<file path="src/rtl/mcycle_seq_if.sv">
// mcycle_seq_if -- launch/result bundle between the condition unit,
// the writeback path and the multi-cycle multiply/divide sequencer.
// master: drives Start/MCycleOp/operands and observes Busy/Done/results.
// slave:  the sequencer itself.
`timescale 1ns/1ps

interface mcycle_seq_if #(
    parameter int WIDTH = 32
);
    logic             Start;
    logic [1:0]       MCycleOp;
    logic [WIDTH-1:0] Operand1;
    logic [WIDTH-1:0] Operand2;
    logic [WIDTH-1:0] Result1;
    logic [WIDTH-1:0] Result2;
    logic             Busy;
    logic             Done;

    modport master (
        output Start,
        output MCycleOp,
        output Operand1,
        output Operand2,
        input  Result1,
        input  Result2,
        input  Busy,
        input  Done
    );

    modport slave (
        input  Start,
        input  MCycleOp,
        input  Operand1,
        input  Operand2,
        output Result1,
        output Result2,
        output Busy,
        output Done
    );
endinterface

</file>
<file path="src/rtl/mcycle_seq.sv">
// mcycle_seq -- iterative multiply / divide sequencer.
// One shift-add (multiply) or restoring-divide step per cycle over a shared
// 2*WIDTH accumulator. Busy stalls the pipeline from the launching cycle
// until the cycle before Done; Done pulses for one cycle with results valid.
// Optional build macro: MCYCLE_SIGNED_EN enables two's-complement operation
// selected by MCycleOp[1]; without it every operation is unsigned.
`timescale 1ns/1ps

module mcycle_seq #(
    parameter int WIDTH = 32
) (
    input  logic        CLK,
    input  logic        Reset,
    mcycle_seq_if.slave bus
);

    localparam int              CW    = (WIDTH > 1) ? $clog2(WIDTH) : 1;
    localparam logic [CW-1:0]   LAST  = CW'(WIDTH - 1);
    localparam logic [WIDTH-1:0]   ONE_W  = {{(WIDTH-1){1'b0}}, 1'b1};
    localparam logic [2*WIDTH-1:0] ONE_2W = {{(2*WIDTH-1){1'b0}}, 1'b1};

    typedef enum logic [1:0] {
        S_IDLE    = 2'd0,
        S_COMPUTE = 2'd1,
        S_DONE    = 2'd2
    } state_t;

    // Sequencer state
    state_t             state_q;
    logic [CW-1:0]      count_q;
    logic               is_div_q;
    // Multiplicand (multiply) or divisor (divide), always as a magnitude
    logic [WIDTH-1:0]   opb_q;
    // Multiply: {partial product high, remaining multiplier bits}
    // Divide:   {partial remainder, dividend bits / quotient bits}
    logic [2*WIDTH-1:0] acc_q;
    // Sign fix-ups applied to the unsigned core result on entry to DONE
    logic               neg_res_q;
    logic               neg_rem_q;
    // Registered outputs
    logic [WIDTH-1:0]   result1_q;
    logic [WIDTH-1:0]   result2_q;
    logic               done_q;

    // Launch-side decode
    logic               signed_op;
    logic               sign1;
    logic               sign2;
    logic [WIDTH-1:0]   mag1;
    logic [WIDTH-1:0]   mag2;
    logic               launch;
    logic               div_by_zero;

    // Iteration datapath
    logic [WIDTH-1:0]   addend;
    logic [WIDTH:0]     add_sum;
    logic [WIDTH:0]     trial;
    logic [2*WIDTH-1:0] acc_d;
    logic [2*WIDTH-1:0] prod_neg;
    logic [WIDTH-1:0]   result1_d;
    logic [WIDTH-1:0]   result2_d;

`ifndef MCYCLE_SIGNED_EN
    // MCycleOp[1] carries no meaning in the unsigned-only build.
    logic unused_sign_sel;
    assign unused_sign_sel = bus.MCycleOp[1];
`endif

    // Two's-complement negation of a WIDTH-bit value.
    function automatic logic [WIDTH-1:0] neg_w(input logic [WIDTH-1:0] v);
        return ~v + ONE_W;
    endfunction

    // Operand conditioning: signs, magnitudes and launch qualification.
    always_comb begin
`ifdef MCYCLE_SIGNED_EN
        signed_op = bus.MCycleOp[1];
`else
        signed_op = 1'b0;
`endif
        sign1       = signed_op & bus.Operand1[WIDTH-1];
        sign2       = signed_op & bus.Operand2[WIDTH-1];
        mag1        = sign1 ? neg_w(bus.Operand1) : bus.Operand1;
        mag2        = sign2 ? neg_w(bus.Operand2) : bus.Operand2;
        // Start is only honoured when no operation is in flight.
        launch      = bus.Start && ((state_q == S_IDLE) || (state_q == S_DONE));
        div_by_zero = bus.MCycleOp[0] && (bus.Operand2 == {WIDTH{1'b0}});
    end

    // One multiply or divide step applied to the accumulator.
    always_comb begin
        addend  = acc_q[0] ? opb_q : {WIDTH{1'b0}};
        // Multiply: add the multiplicand into the upper half when the
        // current multiplier bit is set; the carry becomes the new MSB
        // as the whole accumulator shifts right.
        add_sum = {1'b0, acc_q[2*WIDTH-1:WIDTH]} + {1'b0, addend};
        // Divide: the shifted partial remainder needs WIDTH+1 bits, so
        // the bit that leaves the top of the accumulator joins the
        // trial subtraction.
        trial   = acc_q[2*WIDTH-1:WIDTH-1] - {1'b0, opb_q};
        if (!is_div_q) begin
            acc_d = {add_sum, acc_q[WIDTH-1:1]};
        end else if (!trial[WIDTH]) begin
            acc_d = {trial[WIDTH-1:0], acc_q[WIDTH-2:0], 1'b1};
        end else begin
            acc_d = {acc_q[2*WIDTH-2:0], 1'b0};
        end
    end

    // Final result formation from the last iteration, with sign fix-ups.
    always_comb begin
        prod_neg  = ~acc_d + ONE_2W;
        result1_d = acc_d[WIDTH-1:0];
        result2_d = acc_d[2*WIDTH-1:WIDTH];
        if (!is_div_q) begin
            if (neg_res_q) begin
                result1_d = prod_neg[WIDTH-1:0];
                result2_d = prod_neg[2*WIDTH-1:WIDTH];
            end
        end else begin
            // Quotient truncates toward zero; remainder follows the dividend.
            if (neg_res_q) begin
                result1_d = neg_w(acc_d[WIDTH-1:0]);
            end
            if (neg_rem_q) begin
                result2_d = neg_w(acc_d[2*WIDTH-1:WIDTH]);
            end
        end
    end

    // Sequencer FSM: operand capture, iteration count and registered results.
    always_ff @(posedge CLK or posedge Reset) begin
        if (Reset) begin
            state_q   <= S_IDLE;
            count_q   <= '0;
            is_div_q  <= 1'b0;
            opb_q     <= '0;
            acc_q     <= '0;
            neg_res_q <= 1'b0;
            neg_rem_q <= 1'b0;
            result1_q <= '0;
            result2_q <= '0;
            done_q    <= 1'b0;
        end else begin
            done_q <= 1'b0;
            case (state_q)
                S_IDLE, S_DONE: begin
                    if (bus.Start) begin
                        is_div_q  <= bus.MCycleOp[0];
                        neg_res_q <= sign1 ^ sign2;
                        neg_rem_q <= sign1 & bus.MCycleOp[0];
                        count_q   <= '0;
                        if (div_by_zero) begin
                            // No iterations: report all-ones quotient and
                            // hand back the raw dividend.
                            state_q   <= S_DONE;
                            done_q    <= 1'b1;
                            opb_q     <= '0;
                            acc_q     <= '0;
                            result1_q <= {WIDTH{1'b1}};
                            result2_q <= bus.Operand1;
                        end else if (bus.MCycleOp[0]) begin
                            state_q <= S_COMPUTE;
                            opb_q   <= mag2;
                            acc_q   <= {{WIDTH{1'b0}}, mag1};
                        end else begin
                            state_q <= S_COMPUTE;
                            opb_q   <= mag1;
                            acc_q   <= {{WIDTH{1'b0}}, mag2};
                        end
                    end else begin
                        state_q <= S_IDLE;
                    end
                end
                S_COMPUTE: begin
                    acc_q   <= acc_d;
                    count_q <= count_q + 1'b1;
                    if (count_q == LAST) begin
                        state_q   <= S_DONE;
                        done_q    <= 1'b1;
                        result1_q <= result1_d;
                        result2_q <= result2_d;
                    end
                end
                default: begin
                    state_q <= S_IDLE;
                end
            endcase
        end
    end

    // Busy covers the launching cycle as well as every compute cycle.
    assign bus.Busy    = launch || (state_q == S_COMPUTE);
    assign bus.Done    = done_q;
    assign bus.Result1 = result1_q;
    assign bus.Result2 = result2_q;

endmodule

</file>
<file path="src/flat_wrapper.sv">
// flat-port wrapper written by rule: the top's interface ports become plain ports
module mcycle_seq_flat 
#(
    parameter int WIDTH = 32
)
  (CLK, Reset, bus_Start, bus_MCycleOp, bus_Operand1, bus_Operand2, bus_Result1, bus_Result2, bus_Busy, bus_Done);
  mcycle_seq_if #(.WIDTH(WIDTH)) bus_i ();
  input  logic CLK;
  input  logic Reset;
  input wire logic [$bits(bus_i.Start)-1:0] bus_Start;
  input wire logic [$bits(bus_i.MCycleOp)-1:0] bus_MCycleOp;
  input wire logic [$bits(bus_i.Operand1)-1:0] bus_Operand1;
  input wire logic [$bits(bus_i.Operand2)-1:0] bus_Operand2;
  output wire logic [$bits(bus_i.Result1)-1:0] bus_Result1;
  output wire logic [$bits(bus_i.Result2)-1:0] bus_Result2;
  output wire logic [$bits(bus_i.Busy)-1:0] bus_Busy;
  output wire logic [$bits(bus_i.Done)-1:0] bus_Done;
  assign bus_i.Start = bus_Start;
  assign bus_i.MCycleOp = bus_MCycleOp;
  assign bus_i.Operand1 = bus_Operand1;
  assign bus_i.Operand2 = bus_Operand2;
  assign bus_Result1 = bus_i.Result1;
  assign bus_Result2 = bus_i.Result2;
  assign bus_Busy = bus_i.Busy;
  assign bus_Done = bus_i.Done;
  mcycle_seq #(.WIDTH(WIDTH)) u_core (.CLK(CLK), .Reset(Reset), .bus(bus_i));
endmodule
</file>
<file path="config.mk">
export PLATFORM = sky130hd
export DESIGN_NAME = mcycle_seq_flat
export DESIGN_NICKNAME = d
export VERILOG_FILES = /design/src/rtl/mcycle_seq_if.sv /design/src/rtl/mcycle_seq.sv /design/src/flat_wrapper.sv
export SDC_FILE = /design/constraint.sdc
export NUM_CORES = 1
export LEC_CHECK = 0
export BUFFER_PORTS_ARGS = -buffer_cell sky130_fd_sc_hd__buf_4
export CAP_MARGIN = 20
export CELL_PAD_IN_SITES_DETAIL_PLACEMENT = 0
export CELL_PAD_IN_SITES_GLOBAL_PLACEMENT = 1
export CORE_UTILIZATION = 45
export DETAILED_ROUTE_END_ITERATION = 16
export PLACE_DENSITY_LB_ADDON = 0.1
export SYNTH_ARGS = -nofsm -noshare
export SYNTH_HDL_FRONTEND = slang
export SYNTH_SLANG_ARGS = --single-unit
</file>
<file path="constraint.sdc">
create_clock -name CLK -period 7.75 [get_ports CLK]
set_clock_uncertainty 0.05 [all_clocks]
set_input_delay 1.1625 -clock CLK [delete_from_list [all_inputs] [get_ports CLK]]
set_output_delay 1.1625 -clock CLK [all_outputs]
set_load 0.005 [all_outputs]
</file>
==> results.sh <==
export IMPL_place_congestion=0.945
export IMPL_grt_max_degree=100
export IMPL_nets=1636
export IMPL_startpoint_type="flop"
export IMPL_grt_pass1_wl_mm=62.7
export IMPL_layout_commonest_cell="a21oi_1"
export IMPL_cts_tree="done"
export IMPL_cts_buffers=17
export IMPL_clock_sinks=169
export IMPL_leakage_uw=0.00640
export IMPL_finalSetupTns_ns=0
export IMPL_cp_required_ns=7.99
export IMPL_layout_common_cells="a21oi_1, dfrtp_1, nand2_1, buf_4, nor2_1"
export IMPL_grt_setup_unrepaired="false"
export IMPL_netlist_area_leader_share=0.353
export IMPL_detail_route_antenna_nets=0
export IMPL_io_pins=135
export IMPL_ctsHoldBuffers=0
export IMPL_reg2reg_from="u_core.acc_q[31]"
export IMPL_yosys_area_top_type="dfrtp_1"
export IMPL_finalCritPeriodShare=0.608
export IMPL_endpoint_kind="flop"
export IMPL_endpoint="u_core.bus.Result2[7]"
export IMPL_finalHoldViolations=0
export IMPL_drc_errors=0
export IMPL_firstDrtPassIters=5
export IMPL_fin_cells=1847
export IMPL_vias=11100
export IMPL_synthArstFlopShare=1.00
export IMPL_synth_edf_count=0
export IMPL_clk_latency_ns=0.44
export IMPL_drive_above_1_share=0.159
export IMPL_place_inst=1815
export IMPL_rows=59
export IMPL_wl_per_cell_um=22.1
export IMPL_avgSynthCellArea_um2=8.44
export IMPL_cts_setup_buffers=0
export IMPL_synth_nets=1557
export IMPL_fin_crit_ns=4.71
export IMPL_antenna_cells=0
export IMPL_coreArea_mm2=0.0261
export IMPL_place_hpwl_mm=30.4
export IMPL_antenna_found_initial=0
export IMPL_syn_to_final_growth_pct=15.0
export IMPL_dieArea_mm2=0.0273
export IMPL_clkTransAtPathRegs_ns=0.08
export IMPL_via_per_inst=6.00
export IMPL_reg2reg_slack_ns=3.04
export IMPL_cts_resized_gates=0
export IMPL_grt_pass1_vias=10500
export IMPL_power_density_mw_per_mm2=552
export IMPL_cp_startpoint="u_core.acc_q[31]"
export IMPL_syn_instance_count=1420
export IMPL_max_cap_violations=0
export IMPL_fillers=2584
export IMPL_fin_hold_ws_ns=0.442
export IMPL_fin_util=0.527
export IMPL_r2r_end="u_core.bus.Result2[7]"
export IMPL_synthFlopType="dfrtp_1"
export IMPL_cp_arrival_ns=4.95
export IMPL_routed_wirelength_mm=40.9
export IMPL_yosysSeqAreaShare=0.353
export IMPL_reg2regPathDepth=14
export IMPL_setup_violations=0
export IMPL_path_class="reg -> reg"
export IMPL_ys_types=74
export IMPL_vdd_drop_max_v=0.000213
export IMPL_first_iter_violations=896
export IMPL_ys_ff_latch=169
export IMPL_relSlewSlack=0.253
export IMPL_hold_class="reg -> reg"
export IMPL_clock_path_buffers=2
export IMPL_clockRootBuffer="clkbuf_16"
export IMPL_die_h_um=165
export IMPL_tightest_slew_ns=1.12
export IMPL_start_util=0.459
export IMPL_port_buffers=133
export IMPL_yosys_warnings=0
export IMPL_report_final_slew_viol_count=0
export IMPL_max_freq_ghz=0.212
export IMPL_htreeDepth=4
export IMPL_path_max_fanout=28
export IMPL_syn_cell_area_mm2=0.0120
export IMPL_die_w_um=165
export IMPL_status="finished clean"
export IMPL_track_usage=0.307
export IMPL_ys_top_cells_by_area="dfrtp_1, a21oi_1, ha_1, nand2_1, mux2i_1"
export IMPL_gr_total_overflow=0
## through the flow
| stage | area (µm²) | setup WS, ns | total power [µW] |
|---|---|---|---|
| 2_1_floorplan | 12000 | 1.96 | 5170 |
| 6_report | 13800 | 3.04 | 7610 |
| 3_3_place_gp | 13200 | 3.12 | 6650 |
| 4_1_cts | 13800 | 3.07 | 7580 |
| 3_5_place_dp | 13200 | 3.09 | 6690 |
| 5_1_grt | 13800 | 2.81 | 8210 |
## cells by family after synthesis
logic type / synth area share
AOI/OAI and AO/OA: 0.247
xor gates and xnor gates: 0.0394
adders and majority gates: 0.0722
buffers and inverters: 0.0449
DFF: 0.353
muxes: 0.0752
and+or+nand+nor: 0.168
## registers in the layout, summed over array words and instances (netlist names)
signal and cells:
u_core.acc_q 64, u_core.bus.Result1 32, u_core.opb_q 32, u_core.bus.Done 1, u_core.count_q 5, u_core.bus.Result2 32, u_core.is_div_q 1, u_core.state_q 2
## worst max-delay path, cell delays in order, from the launching register on
cell,delay (ns)
dfrtp_1,0.40
inv_1,0.11
ha_1,0.18
inv_1,0.06
fa_1,0.43
a211oi_1,0.41
o211ai_2,0.18
a31oi_1,0.38
o31a_1,0.28
o41ai_2,0.16
nor2_4,0.78
mux2i_1,0.27
nor2_1,0.07
a221oi_1,0.60
a21oi_1,0.17
## worst min-delay path by stage
stage / startpoint / to / slack (ns) / depth (start not counted)
2_1_floorplan: u_core.count_q[3] / u_core.count_q[3] / 0.40 / 1
3_3_place_gp: u_core.bus.Result2[24] / u_core.bus.Result2[24] / 0.42 / 2
3_5_place_dp: u_core.count_q[3] / u_core.count_q[3] / 0.43 / 1
4_1_cts: u_core.count_q[3] / u_core.count_q[3] / 0.44 / 1
5_1_grt: u_core.bus.Result2[4] / u_core.bus.Result2[4] / 0.48 / 2
6_report: u_core.count_q[3] / u_core.count_q[3] / 0.44 / 1
## report_power, final
| part | switching [µW] | leakage [µW] | total, µW | internal, µW |
|---|---|---|---|---|
| clock | 421 | 0.000283 | 860 | 440 |
| combinational | 2990 | 0.00405 | 4990 | 2010 |
| sequential | 440 | 0.00207 | 1760 | 1320 |
| total | 3850 | 0.00640 | 7610 | 3760 |
## area by class of cell
class	count	area, µm²	area share
repair buffers	146	1100	0.0795
clock buffers	18	439	0.0319
inverters	51	198	0.0143
well taps	335	419	0.0304
multi-input cells	1114	7250	0.526
flip-flops and latches	169	4230	0.307
clock inverters	14	153	0.0111
## cells in the mapped netlist (7+ instances only)
cell / number
a211oi_1: 43
xnor2_1: 32
buf_1: 7
o21a_1: 8
and2_1: 46
nand3_1: 47
a22o_1: 10
nor3_1: 9
inv_1: 50
mux2_2: 33
a31oi_1: 13
buf_2: 7
dfrtp_1: 169
o31ai_1: 11
o21ai_0: 96
mux2i_1: 53
and3_1: 9
nor2_1: 108
nor4_1: 9
xor2_1: 22
clkbuf_1: 69
nand2_1: 146
a21o_1: 36
nand4_1: 12
a21oi_1: 186
o211ai_1: 7
ha_1: 66
nor2b_1: 24
## metal layers
layer | share of wire | wire length (µm) | GRT usage | vias to the layer above
met2 | 0.45 | 18400 | 0.475 | 365
met1 | 0.47 | 19300 | 0.450 | 5412
met5 | 0 | 0 | 0 | -
met4 | 0.021 | 864 | 0.0892 | 0
met3 | 0.056 | 2290 | 0.0352 | 43
li1 | - | - | - | 5264
No activity file was read; power rests on OpenSTA's default activity.
